<file path="src/rtl/axis_frame_rr_arbiter.sv">
// ============================================================================
// Module      : axis_frame_rr_arbiter
// Description : Frame-granular round-robin AXI-stream arbiter/mux that holds
//               each grant from the first beat to tlast.
// Revision    : 1.0 - initial release
// ============================================================================
`default_nettype none

module axis_frame_rr_arbiter #(
  parameter int PORTS      = 4,
  parameter int DATA_WIDTH = 8
) (
  input  logic                          clk,
  input  logic                          rst,
  input  logic [PORTS*DATA_WIDTH-1:0]   s_axis_tdata,
  input  logic [PORTS-1:0]              s_axis_tvalid,
  output logic [PORTS-1:0]              s_axis_tready,
  input  logic [PORTS-1:0]              s_axis_tlast,
  input  logic [PORTS-1:0]              s_axis_tuser,
  output logic [DATA_WIDTH-1:0]         m_axis_tdata,
  output logic                          m_axis_tvalid,
  input  logic                          m_axis_tready,
  output logic                          m_axis_tlast,
  output logic                          m_axis_tuser,
  output logic                          grant_valid,
  output logic [$clog2(PORTS)-1:0]      grant_index
);

  localparam int IW = $clog2(PORTS);

  localparam logic [0:0] S_IDLE   = 1'b0;
  localparam logic [0:0] S_ACTIVE = 1'b1;

  logic [0:0]            r_state;
  logic [IW-1:0]         r_grant_index;
  logic [IW-1:0]         r_last_grant;
  logic [DATA_WIDTH-1:0] r_m_tdata;
  logic                  r_m_tvalid;
  logic                  r_m_tlast;
  logic                  r_m_tuser;

  logic [DATA_WIDTH-1:0] w_src_data [PORTS];
  logic [IW-1:0]         w_cand;
  logic [IW-1:0]         w_winner;
  logic                  w_found;
  logic                  w_out_ready;
  logic                  w_sel_valid;
  logic                  w_sel_last;
  logic                  w_sel_user;
  logic                  w_accept;

  // Explicit wrap keeps non-power-of-2 PORTS inside the legal index range.
  function automatic logic [IW-1:0] f_next(input logic [IW-1:0] v);
    if (v == IW'(PORTS - 1)) begin
      return '0;
    end
    return v + IW'(1);
  endfunction

  generate
    for (genvar i = 0; i < PORTS; i++) begin : g_src
      assign w_src_data[i]    = s_axis_tdata[i*DATA_WIDTH +: DATA_WIDTH];
      assign s_axis_tready[i] = (r_state == S_ACTIVE) && w_out_ready &&
                                (r_grant_index == IW'(i));
    end
  endgenerate

  always_comb begin
    w_cand   = r_last_grant;
    w_winner = r_last_grant;
    w_found  = 1'b0;
    for (int k = 0; k < PORTS; k++) begin
      w_cand = f_next(w_cand);
      if (!w_found && s_axis_tvalid[w_cand]) begin
        w_winner = w_cand;
        w_found  = 1'b1;
      end
    end
  end

  // Skid-free output stage: a new beat may enter whenever the register drains.
  assign w_out_ready = m_axis_tready | ~r_m_tvalid;
  assign w_sel_valid = s_axis_tvalid[r_grant_index];
  assign w_sel_last  = s_axis_tlast[r_grant_index];
  assign w_sel_user  = s_axis_tuser[r_grant_index];
  assign w_accept    = (r_state == S_ACTIVE) && w_sel_valid && w_out_ready;

  always_ff @(posedge clk) begin
    if (rst) begin
      r_state       <= S_IDLE;
      r_grant_index <= '0;
      r_last_grant  <= IW'(PORTS - 1);
      r_m_tdata     <= '0;
      r_m_tvalid    <= 1'b0;
      r_m_tlast     <= 1'b0;
      r_m_tuser     <= 1'b0;
    end else begin
      case (r_state)
        S_IDLE: begin
          if (|s_axis_tvalid) begin
            r_grant_index <= w_winner;
            r_state       <= S_ACTIVE;
          end
        end
        S_ACTIVE: begin
          if (w_accept && w_sel_last) begin
            r_last_grant <= r_grant_index;
            r_state      <= S_IDLE;
          end
        end
      endcase

      if (w_accept) begin
        r_m_tdata  <= w_src_data[r_grant_index];
        r_m_tlast  <= w_sel_last;
        r_m_tuser  <= w_sel_user;
        r_m_tvalid <= 1'b1;
      end else if (m_axis_tready) begin
        r_m_tvalid <= 1'b0;
      end
    end
  end

  assign m_axis_tdata  = r_m_tdata;
  assign m_axis_tvalid = r_m_tvalid;
  assign m_axis_tlast  = r_m_tlast;
  assign m_axis_tuser  = r_m_tuser;
  assign grant_valid   = (r_state == S_ACTIVE);
  assign grant_index   = r_grant_index;

endmodule

`default_nettype wire
</file>
<file path="config.mk">
export PLATFORM = sky130hd
export DESIGN_NAME = axis_frame_rr_arbiter
export DESIGN_NICKNAME = d
export VERILOG_FILES = /design/src/rtl/axis_frame_rr_arbiter.sv
export SDC_FILE = /design/constraint.sdc
export NUM_CORES = 1
export LEC_CHECK = 0
export CELL_PAD_IN_SITES_DETAIL_PLACEMENT = 0
export CELL_PAD_IN_SITES_GLOBAL_PLACEMENT = 2
export CORE_UTILIZATION = 19
export DETAILED_ROUTE_END_ITERATION = 16
export HOLD_SLACK_MARGIN = 0.15
export PLACE_DENSITY_LB_ADDON = 0.3
export SLEW_MARGIN = 10
export SYNTH_ARGS = -nofsm -noshare
export SYNTH_HDL_FRONTEND = slang
export SYNTH_SLANG_ARGS = --single-unit
</file>
<file path="constraint.sdc">
create_clock -name clk -period 1.74 [get_ports clk]
set_clock_uncertainty 0.1 [all_clocks]
set_input_delay 0.261 -clock clk [delete_from_list [all_inputs] [get_ports clk]]
set_output_delay 0.261 -clock clk [all_outputs]
set_load 0.05 [all_outputs]
</file>
==> results.py <==
metrics = {
    "logic_synthesis": {
        "synth_nets": 157,
        "synth.distinct_cells": 39,
        "yosysWarnings": 0,
        "netlist_instances": 109,
        "synth_area_leaders": "dfxtp_1 (29%), mux4_2 (18%), mux2i_1 (8.1%)",
        "synth_area_um2": 1110,
        "synth-seq-cells": 16,
        "yosysSeqAreaShare_pct": 29.0,
        "yosys.area.top_type_share_pct": 29.0,
        "avgSynthCellArea_um2": 10.1,
        "yosysTopAreaCell": "dfxtp_1",
    },
    "sta": {
        "worst_slew_pin_slew_ns": 0.340,
        "worst_slack_ns": -0.00226,
        "rsz0062_at_grt": "true",
        "setup_violations": 1,
        "relSlewSlack_pct": 77.3,
        "tns_ns": -0.00226,
        "timing.final.crit_share_pct": 100,
        "clock.fmax_mhz": 574,
        "drv_slew": 0,
        "finalHoldViolations": 0,
        "final.min_clock_period_ns": 1.74,
        "hold_slack_ns": 0.361,
    },
    "place": {
        "io_buffer_count": 64,
        "hpwl_mm": 2.69,
        "gp_congestion": 0.858,
    },
    "run_status": {
        "failed_checks": "negative setup slack",
        "outcome": "finished, violations left",
    },
    "routing": {
        "dr.pass1.iters": 4,
        "vias_per_cell": 4.58,
        "wl_mm": 3.65,
        "vias": 1164,
        "drc": 0,
        "drtAntennaViolNets": 0,
        "post_drt_wl_per_cell_um": 14.4,
        "drt_iter0_markers": 46,
    },
    "clock_tree": {
        "hold_buffers": 0,
        "cts_buffer_depth": 2,
        "cts_sinks": 16,
        "cts_tree": "built",
        "clk_latency_ns": 0.25,
        "clk_pin_slew_ns": 0.07,
        "cts-buffers-inserted": 3,
        "htree_levels": 1,
        "cts_setup_buffers": 0,
        "clockRootBuffer": "clkbuf_8",
    },
    "critical_path": {
        "start_kind": "flip-flop",
        "crit_chain": "ha_4 -> buf_6 -> nand2b_4 -> o211ai_1 -> o21ai_1 -> a2111oi_2 -> o41ai_2",
        "cp_top_family": "compound AO/OA/AOI/OAI gates",
        "slowest_delay_ns": 0.40,
        "crit_fanout": 9,
        "crit_type": "flip-flop to flip-flop",
        "cp_data_required_time_ns": 1.77,
        "worstPathArrival_ns": 1.77,
        "end_kind": "flip-flop",
        "slowest_stage": "a2111oi_2",
        "reg2reg_slack_ns": -0.002,
        "worst-path-buf-inv": 1,
    },
    "power": {
        "vdd_drop_max_mv": 0.233,
        "power.density_nw_per_um2": 689,
        "p_leak_uw": 0.000854,
    },
    "global_routing": {
        "grt_pass1_vias": 1152,
        "grt_antenna_before_repair": 0,
        "grt_max_degree": 14,
        "grt_usage_pct": 12.4,
        "grt_overflow": 0,
        "grt_pass1_wl_mm": 5.98,
    },
    "die": {
        "dieArea_um2": 6130,
        "io_pins": 65,
        "fp.dieH_um": 78.3,
        "rows": 27,
        "die_w_um": 78.3,
        "fp.coreArea_um2": 5570,
        "initial_core_util_pct": 19.8,
    },
    "job": {
        "maxCapViolations": 0,
    },
    "layout": {
        "syn_to_final_growth_pct": 89.7,
        "drive_above_1_share_pct": 36.3,
        "diodes": 0,
        "finalNetCount": 231,
    },
    "hold_path": {
        "hold_class": "flip-flop to flip-flop",
    },
}
[repair_timing]
action                     CTS  global route
pin swaps                    3             5
setup endpoints to repair    6            12
gates resized for setup      8            10
[layer usage]
metal  vias up  share of wire [%]  global-route usage (%)
met5         -                  0                       0
met4         0               0.79                    5.56
met3         2                7.3                    2.91
met2        44                 46                    19.6
met1       556                 46                    15.9
li1        562                  -                       -
[registers in the layout, indices dropped and copies added (netlist names)]
name           cells
r_last_grant       2
grant_index        2
m_axis_tdata       8
m_axis_tlast       1
m_axis_tuser       1
grant_valid        1
m_axis_tvalid      1
[final cells by class]
cell class / count / area [um^2]
Sequential cell: 16 / 332
Timing Repair Buffer: 78 / 810
Tap cell: 72 / 90.1
Multi-Input combinational cell: 81 / 811
Fill cell: 570 / 3480
Clock buffer: 4 / 45.0
Inverter: 3 / 11.3
[per-stage QoR]
step                      instance area, um^2  setup slack (ns)  util (%)  power, uW  instances
after global routing                     2100           -0.0759      37.6       1530        254
after detailed placement                 1970            -0.244      35.4       1120        250
after global placement                   1970            -0.192      35.4       1120        250
after floorplan                          1150           -0.0231         -        839        109
final                                    2100          -0.00226      37.6       1440        254
after CTS                                2060            0.0149      37.0       1440        254
[synthesized netlist by cell type]
cell type	number
o21ai_1	1
dfxtp_1	16
buf_6	1
a21bo_2	1
buf_4	1
nor4_1	1
or2_2	1
mux4_1	2
o21ai_0	1
nor3b_1	2
a21boi_0	2
nand3_1	1
o41ai_1	1
and2_1	1
nand2b_1	4
inv_1	3
o41ai_2	1
ha_1	1
o211ai_1	1
nand2_2	1
nor2_1	15
buf_2	4
o221ai_1	1
and3_1	2
clkbuf_1	2
nand2_1	4
buf_12	1
a21oi_1	7
nor3_1	3
a22oi_1	1
a211o_1	1
a31oi_1	2
a32oi_1	1
mux4_2	9
mux2i_1	9
o31ai_1	1
a2111oi_0	1
nand3b_1	1
xnor2_1	1
[final timing paths]
path,start,endpoint,cells after the start
setup / recovery,r_last_grant[1],grant_index[1],7
hold / removal,m_axis_tlast,m_axis_tlast,2
setup reg to reg,r_last_grant[1],grant_index[1],7
hold reg to reg,m_axis_tlast,m_axis_tlast,2
[worst register-to-register path: stages (launching register included)]
cell and delay [ns]:
dfxtp_2 0.34, ha_4 0.27, buf_6 0.14, nand2b_4 0.07
o211ai_1 0.09, o21ai_1 0.11, a2111oi_2 0.40, o41ai_2 0.12
[power breakdown]
part	total, uW	leakage [uW]	switching [uW]	internal (uW)
sequential	436	0.000132	33.0	403
clock	289	0.0000228	127	162
combinational	720	0.000700	344	376
[kinds of logic (layout without fill, tap and decap cells)]
| family | Yosys count | after routing | share of synthesized area [%] |
|---|---|---|---|
| muxes | 20 | 20 | 31.2 |
| adders and majority gates | 1 | 1 | 1.13 |
| DFF | 16 | 16 | 29.0 |
| AOI/OAI and AO/OA | 23 | 23 | 14.9 |
| and+or+nand+nor | 36 | 36 | 15.9 |
| buffers and inverters | 12 | 85 | 7.01 |
| xor gates and xnor gates | 1 | 1 | 0.792 |
[cells in the final DEF (no fill, tap or decap), types with 2 or more instances in the layout]
cell type / count
mux2i_1: 9
nand2b_4: 2
dlymetal6s2s_1: 2
mux4_2: 9
clkbuf_8: 3
nor3b_4: 2
dfxtp_1: 11
mux4_1: 2
a31oi_1: 2
o41ai_2: 2
nor2_1: 15
nand2_1: 3
a21oi_1: 7
dfxtp_4: 2
clkdlybuf4s50_1: 44
buf_4: 23
inv_1: 3
buf_12: 8
nor3_1: 2
dfxtp_2: 3
nand2b_1: 2
No activity file was read; power rests on OpenSTA's default activity.
